[config.mk]
export PLATFORM = sky130hd
export DESIGN_NAME = reg_write_arbiter
export DESIGN_NICKNAME = d
export VERILOG_FILES = /design/src/rtl/reg_write_arbiter_pkg.sv /design/src/rtl/wb_hold_slot.sv /design/src/rtl/reg_write_arbiter.sv
export SDC_FILE = /design/constraint.sdc
export NUM_CORES = 1
export LEC_CHECK = 0
export CAP_MARGIN = 15
export CELL_PAD_IN_SITES_DETAIL_PLACEMENT = 0
export CELL_PAD_IN_SITES_GLOBAL_PLACEMENT = 1
export CORE_MARGIN = 4
export CORE_UTILIZATION = 43
export CTS_CLUSTER_SIZE = 25
export DETAILED_ROUTE_END_ITERATION = 12
export PLACE_DENSITY = 0.84
export SLEW_MARGIN = 5
export SYNTH_ARGS = -nofsm -noshare
export SYNTH_HDL_FRONTEND = slang
export SYNTH_SLANG_ARGS = --single-unit
[constraint.sdc]
create_clock -name clk -period 3.6 [get_ports clk]
set_input_delay 0.72 -clock clk [delete_from_list [all_inputs] [get_ports clk]]
set_output_delay 0.72 -clock clk [all_outputs]
set_load 0.005 [all_outputs]
[src/rtl/reg_write_arbiter_pkg.sv]
// reg_write_arbiter_pkg: shared bus widths, write-enable levels and default starvation limit
package reg_write_arbiter_pkg;
    localparam int   ADDR_W           = 5;
    localparam int   DATA_W           = 32;
    localparam logic WRITE_ENABLE     = 1'b1;
    localparam logic WRITE_DISABLE    = 1'b0;
    localparam int   STARVE_LIMIT_DEF = 4;
    localparam int   CNT_W_DEF        = 3;
endpackage

[src/rtl/wb_hold_slot.sv]
// wb_hold_slot: one-entry writeback buffer; refills in the same edge its entry is granted out
module wb_hold_slot
    import reg_write_arbiter_pkg::*;
(
    input  logic              clk,
    input  logic              rst_n,
    input  logic              i_valid,
    input  logic [ADDR_W-1:0] i_addr,
    input  logic [DATA_W-1:0] i_data,
    input  logic              i_grant,
    output logic              o_ready,
    output logic              o_full,
    output logic [ADDR_W-1:0] o_addr,
    output logic [DATA_W-1:0] o_data
);
    logic              r_full;
    logic [ADDR_W-1:0] r_addr;
    logic [DATA_W-1:0] r_data;

    assign o_ready = !r_full || i_grant;
    assign o_full  = r_full;
    assign o_addr  = r_addr;
    assign o_data  = r_data;

    always_ff @(posedge clk or negedge rst_n) begin
        if (!rst_n) begin
            r_full <= 1'b0;
            r_addr <= '0;
            r_data <= '0;
        end else if (i_valid && o_ready) begin
            r_full <= 1'b1;
            r_addr <= i_addr;
            r_data <= i_data;
        end else if (i_grant) begin
            r_full <= 1'b0;
        end
    end
endmodule

[src/rtl/reg_write_arbiter.sv]
// reg_write_arbiter: shares the register-file write port between the WB stage (A) and the
// multi-cycle unit (B), with $zero suppression, collision ordering and a starvation bound for B.
module reg_write_arbiter
    import reg_write_arbiter_pkg::*;
#(
    parameter int STARVE_LIMIT = STARVE_LIMIT_DEF,
    parameter int CNT_W        = CNT_W_DEF
) (
    input  logic              clk,
    input  logic              rst_n,
    input  logic              a_valid,
    output logic              a_ready,
    input  logic [ADDR_W-1:0] a_addr,
    input  logic [DATA_W-1:0] a_data,
    input  logic              b_valid,
    output logic              b_ready,
    input  logic [ADDR_W-1:0] b_addr,
    input  logic [DATA_W-1:0] b_data,
    output logic              w_write_reg,
    output logic [ADDR_W-1:0] reg_des,
    output logic [DATA_W-1:0] reg_data,
    output logic              stall_o
);
    logic              w_a_full, w_b_full;
    logic [ADDR_W-1:0] w_a_addr, w_b_addr, w_sel_addr;
    logic [DATA_W-1:0] w_a_data, w_b_data;
    logic              w_grant_a, w_grant_b, w_collide, w_starved;
    logic [CNT_W-1:0]  r_starve;
    logic              r_we;
    logic [ADDR_W-1:0] r_des;
    logic [DATA_W-1:0] r_data;

    wb_hold_slot u_slot_a (
        .clk(clk), .rst_n(rst_n), .i_valid(a_valid), .i_addr(a_addr), .i_data(a_data),
        .i_grant(w_grant_a), .o_ready(a_ready), .o_full(w_a_full), .o_addr(w_a_addr), .o_data(w_a_data)
    );

    wb_hold_slot u_slot_b (
        .clk(clk), .rst_n(rst_n), .i_valid(b_valid), .i_addr(b_addr), .i_data(b_data),
        .i_grant(w_grant_b), .o_ready(b_ready), .o_full(w_b_full), .o_addr(w_b_addr), .o_data(w_b_data)
    );

    // B is older in program order, so it wins a same-register collision
    assign w_collide  = w_a_full && w_b_full && (w_a_addr == w_b_addr) && (w_a_addr != '0);
    assign w_starved  = r_starve == CNT_W'(STARVE_LIMIT);
    assign w_grant_b  = w_b_full && (!w_a_full || w_collide || w_starved);
    assign w_grant_a  = w_a_full && !w_grant_b;
    assign w_sel_addr = w_grant_b ? w_b_addr : w_a_addr;
    assign stall_o    = a_valid && !a_ready;

    assign w_write_reg = r_we;
    assign reg_des     = r_des;
    assign reg_data    = r_data;

    always_ff @(posedge clk or negedge rst_n) begin
        if (!rst_n)
            r_starve <= '0;
        else if (!w_b_full || w_grant_b)
            r_starve <= '0;
        else if (!w_starved)
            r_starve <= r_starve + CNT_W'(1);
    end

    always_ff @(posedge clk or negedge rst_n) begin
        if (!rst_n) begin
            r_we   <= WRITE_DISABLE;
            r_des  <= '0;
            r_data <= '0;
        end else if (w_grant_a || w_grant_b) begin
            r_we   <= (w_sel_addr != '0) ? WRITE_ENABLE : WRITE_DISABLE;
            r_des  <= w_sel_addr;
            r_data <= w_grant_b ? w_b_data : w_a_data;
        end else begin
            r_we   <= WRITE_DISABLE;
        end
    end
endmodule

==> flow_summary.yaml, run 1 <==
power_and_ir_drop:
  vdd.ir_drop.worst_uv: 539.7
  power.density_nw_per_um2: 594.1
  p_leak_nw: 3.153
  total_power_mw: 4.171
critical_path:
  endpoint_kind: "primary output"
  cp_slowest_cell: "clkdlybuf4s50_1"
  worstPathMaxFanout: 5
  path_class: "reg2out"
  reg2reg_to: "reg_data[27]"
  cp_cell_sequence: "nor4_1 -> o21ai_1 -> a32oi_1 -> nor2_1 -> and2_1 -> clkdlybuf4s50_1"
  cp_data_arrival_time_ps: 2400
  cp-startpoint: "u_slot_b.o_addr[2]"
  reg2regPathDepth: 6
  endpoint: "stall_o"
  max_stage_delay_ps: 440
  r2r_start: "u_slot_b.o_addr[2]"
  cp.required_ps: 2880
  start_kind: "flop"
  r2r_slack_ps: 1100
sta:
  holdWs_ps: 369.6
  fin_crit_ps: 3119
  rsz0062_at_grt: "no"
  drv_slew: 0
  setup_viol: 0
  worstMarginPinSlew_ps: 811.6
  fmax_mhz: 320.6
  finalCritPeriodShare_pct: 86.64
  slew_headroom_pct: 45.90
  clock_skew_ps: 9.292
  hold_viol_final: 0
  finalSetupTns_ps: 0
synthesis:
  synth-seq-cells: 117
  synth_cell_types: 35
  syn_nets: 479
  ys_seq_area_share_pct: 57.02
  synth_cells: 399
  yosys_warnings: 0
  syn_area_um2: 5135
  avgSynthCellArea_um2: 12.87
detailed_routing:
  ant_nets: 0
  vias: 3395
  drt-total-wl_um: 11080
  route.detailed.drc: 0
  detail_route.wl_per_cell_um: 16.34
  drtIter0Drc: 169
  vias_per_cell: 5.007
  first_pass_iters: 4
placed_design:
  placedInstanceArea_um2: 6397
  place_hpwl_um: 7511
  gp_congestion: 0.7652
  port_buffers: 118
clock_network:
  cts_tree: "done"
  clockRootBuffer: "clkbuf_16"
  post-cts-setup-buffers: 0
  clkSinkCount: 117
  postCtsHoldBufs: 0
  worst_skew_pair.late_latency_ps: 410
  ctsResizeCount: 0
  h-tree-depth: 4
  ctsLongestPathBuffers: 2
  cts_buffers: 17
  clk_pin_slew_ps: 50
run:
  maxCapViolCount: 0
run_status:
  status: "finished, final reports clean"
cells_and_area:
  drive_gt1_share_pct: 28.79
  syn2layout_area_growth_pct: 36.72
  utilization_pct: 60.71
  nFillCells: 968
  nets: 603
  fin_area_um2: 7020
  diodes: 0
die:
  die_area_um2: 13750
  core_um2: 11560
  fp.dieW_um: 117.3
  die_h_um: 117.3
  rows: 39
  io_pins: 119
  start_util_pct: 44.40
hold_path:
  hp-class: "in2async"
global_route:
  antenna_found_initial: 0
  globalRouteOverflowTotal: 0
  grt_pass1_wl_um: 18000
  grt_start_max_net_pins: 62
  grtUsageTotal_pct: 17.38
  grt_pass1_vias: 3631
==> cells by family (layout without fill, tap and decap cells) <==
kind of cell | Yosys count | count (layout) | synth area share, %
xor+xnor | 5 | 5 | 0.8530
simple gates | 134 | 134 | 10.72
compound gates | 13 | 13 | 2.290
mux | 106 | 106 | 25.22
fa+ha+maj | 2 | 2 | 0.4873
flops | 117 | 117 | 57.02
buf+inv | 22 | 158 | 3.411
==> placed cells by master, fill, tap and decap left out, types with 2 or more instances in the layout <==
master	count
nand2b_1	2
mux2_4	27
clkbuf_8	3
xnor2_1	2
nor2_1	11
and2_1	3
clkbuf_16	17
xor2_1	3
clkdlybuf4s50_1	117
buf_4	4
inv_1	4
bufinv_16	4
nand2_1	105
nand3_1	2
o22ai_1	2
clkinv_2	5
dfrtp_1	117
buf_12	2
mux2_2	79
o221a_2	3
or2_2	2
ha_1	2
==> through the flow <==
stage          cells  worst slack, ps
3_5_place_dp     647            899.1
6_report         678            480.9
4_1_cts          678            452.9
2_1_floorplan    399             1515
5_1_grt          678            266.8
3_3_place_gp     647            920.7
==> per-layer routing <==
metal	routed length, um	GRT usage, %	up-vias
met2	5607	28.66	89
met3	628	6.324	15
li1	-	-	1598
met5	0	0	-
met1	4681	20.99	1693
met4	159	6.269	0
==> synth_stat cells, drive strengths merged <==
cell / number / area share (%)
a2bb2oi: 1 / 0.17
and2: 3 / 0.37
a32oi: 1 / 0.17
xor2: 3 / 0.51
clkbuf: 7 / 0.51
nor3: 2 / 0.29
o221a: 3 / 0.66
a21bo: 1 / 0.19
a31o: 1 / 0.17
o21ai: 2 / 0.41
ha: 2 / 0.49
buf: 11 / 2.6
nand2: 106 / 7.8
nor2: 12 / 0.88
or4: 1 / 0.15
inv: 4 / 0.29
nor4: 1 / 0.12
a21oi: 1 / 0.097
nand3: 3 / 0.39
dfrtp: 117 / 57
nand4: 1 / 0.12
mux2: 106 / 25
a211o: 1 / 0.17
o22ai: 2 / 0.24
nand2b: 2 / 0.24
xnor2: 2 / 0.34
or2: 3 / 0.37
==> cell type report <==
cell class              count  area (um^2)  area share [%]
well taps                 143        178.9           2.549
clock buffers              21        470.5           6.701
repair buffers            123         1241           17.68
flip-flops and latches    117         2928           41.70
clock inverters            10        152.6           2.174
multi-input cells         260         2034           28.98
inverters                   4        15.01          0.2139
==> critical path: cells and delay by family, from the launching register on <==
kind	cells	cell delay, ps
buffers and inverters	1	440
and+or+nand+nor	3	560
DFF	1	430
AOI/OAI and AO/OA	2	580
==> power by group <==
part,switching [mW],internal [mW]
registers,0.129,1.53
logic,0.263,0.491
clock network,0.558,1.20
==> worst min-delay path by stage <==
stage / endpoint / start / slack [ps]
floorplan: r_starve[0] / rst_n / 420
global placement: r_starve[0] / r_starve[0] / 450
detailed placement: r_starve[0] / r_starve[0] / 460
finish: r_starve[0] / rst_n / 370
global route: r_starve[0] / rst_n / 420
CTS: r_starve[0] / rst_n / 390
Note: power is estimated with default switching activity, not from simulation.
==> inputs of run 2 (changes only) <==
--- a/config.mk
+++ b/config.mk
@@ -8,9 +8,10 @@
 export CAP_MARGIN = 15
 export CELL_PAD_IN_SITES_DETAIL_PLACEMENT = 0
 export CELL_PAD_IN_SITES_GLOBAL_PLACEMENT = 1
+export CORE_ASPECT_RATIO = 0.8
 export CORE_MARGIN = 4
 export CORE_UTILIZATION = 43
-export CTS_CLUSTER_SIZE = 25
+export CTS_CLUSTER_SIZE = 12
 export DETAILED_ROUTE_END_ITERATION = 12
 export PLACE_DENSITY = 0.84
 export SLEW_MARGIN = 5
==> run 2 against run 1 <==
  * Worst hold slack worse by 28 ps
  * Global-route usage decreased by 0.12 points
  * Sequential share of layout area decreased by 0.082 points
  * Worst setup slack worse by 23 ps
==> flow_summary.yaml, run 2 (synthesized netlist as in run 1, its figures left out) <==
placed_design:
  port_buffers: 118
  place_hpwl_um: 7619
  pre_cts_ws_ps: 891.2
  dp_cells: 653
  placedInstanceArea_um2: 6399
  gp_congestion: 0.8156
sta:
  finalCritPeriodShare_pct: 87.27
  holdWs_ps: 342.0
  fmax_mhz: 318.3
  slew_headroom_pct: 29.23
  rsz0062_at_grt: "no"
  drv_slew: 0
  layout_setup_ws_ps: 458.2
  clock_skew_ps: 8.783
  worstMarginPinSlew_ps: 1061
  fin_crit_ps: 3142
  setup_viol: 0
  hold_viol_final: 0
  finalSetupTns_ps: 0
die:
  die_h_um: 105.7
  rows: 35
  die_area_um2: 13760
  io_pins: 119
  fp.dieW_um: 130.2
  start_util_pct: 44.25
  core_um2: 11600
run:
  maxCapViolCount: 0
critical_path:
  cp.required_ps: 2880
  path_class: "reg2out"
  endpoint_kind: "primary output"
  cp_data_arrival_time_ps: 2420
  cp_cell_sequence: "nor4_1 -> o21ai_1 -> a32oi_1 -> nor2_1 -> and2_1 -> clkdlybuf4s50_1"
  cp_num_buf_inv: 1
  worstPathMaxFanout: 4
  crit_family: "simple AND/OR/NAND/NOR gates"
  cp_slowest_cell: "clkdlybuf4s50_1"
  max_stage_delay_ps: 440
  start_kind: "flop"
clock_network:
  clockRootBuffer: "clkbuf_16"
  post-cts-setup-buffers: 0
  postCtsHoldBufs: 0
  ctsLongestPathBuffers: 2
  clk_pin_slew_ps: 50
  worst_skew_pair.late_latency_ps: 400
  clkSinkCount: 117
  cts_tree: "done"
  h-tree-depth: 4
  cts_buffers: 17
  ctsResizeCount: 0
power_and_ir_drop:
  p_leak_nw: 3.158
  switchingPower_uw: 965.1
  power.density_nw_per_um2: 598.7
  p_int_mw: 3.247
  p_seq_share_pct: 39.4
  total_power_mw: 4.212
  switching_share_pct: 22.91
  vdd.ir_drop.worst_uv: 365.4
  clkPwrFrac_pct: 42.5
  comb_power_share_pct: 18.1
cells_and_area:
  nFillCells: 888
  syn2layout_area_growth_pct: 36.99
  nets: 604
  fin_area_um2: 7034
  regArea_um2: 2928
  utilization_pct: 60.61
  multiInputGateArea_um2: 2034
  diodes: 0
  final_cell_mix: "clkdlybuf4s50_1, dfrtp_1, nand2_1"
  drive_gt1_share_pct: 28.86
  instances_no_fill: 685
detailed_routing:
  drtIter0Drc: 196
  detail_route.wl_per_cell_um: 16.60
  ant_nets: 0
  vias: 3441
  vias_per_cell: 5.023
  drt-total-wl_um: 11370
  first_pass_iters: 4
  route.detailed.drc: 0
global_route:
  grt_pass1_vias: 3659
  antenna_found_initial: 0
  grt_start_max_net_pins: 68
  grt_pass1_wl_um: 18430
  globalRouteOverflowTotal: 0
  grtUsageTotal_pct: 17.26
hold_path:
  hp-class: "in2async"
run_status:
  status: "finished, final reports clean"
## run 2: cell count changes in the layout (fill, tap and decap cells not counted)
cell      before  now
buf_12         2    1
clkbuf_8       3    4
buf_4          4    6
clkbuf_1       1    2
clkinv_2       5    4
## run 2: worst paths after layout
kind | startpoint | endpoint | slack [ps] | depth (start not counted)
worst max-delay path | u_slot_b.o_addr[1] | stall_o | 460 | 6
min in group clk | r_starve[0] | r_starve[0] | 450 | 1
worst min register to register | r_starve[0] | r_starve[0] | 450 | 1
worst min-delay path | rst_n | u_slot_a.o_data[7] | 340 | 1
worst max register to register | u_slot_b.o_addr[1] | reg_data[21] | 900 | 6
max in group asynchronous | rst_n | u_slot_a.o_data[23] | 2460 | 2
## run 2: layer usage
metal | wire [um] | up-vias | GRT usage [%]
li1 | - | 1601 | -
met1 | 5276 | 1734 | 23.79
met2 | 5231 | 100 | 26.13
met3 | 802 | 6 | 5.775
met4 | 59 | 0 | 4.599
met5 | 0 | - | 0
## run 2: power by group through the flow
stage               clock, mW  sequential [mW]  combinational [mW]
finish                   1.79             1.66               0.761
floorplan                   0             1.65               0.418
global placement            0             1.67               0.753
global route             1.88             1.69               0.830
CTS                      1.82             1.66               0.774
detailed placement          0             1.68               0.768
## run 2: area by class of cell
| cell class | count | share of cell area, % |
|---|---|---|
| flip-flops and latches | 117 | 41.62 |
| inverters | 4 | 0.2134 |
| clock buffers | 23 | 6.937 |
| clock inverters | 9 | 2.099 |
| multi-input cells | 260 | 28.92 |
| well taps | 148 | 2.633 |
| repair buffers | 124 | 17.57 |
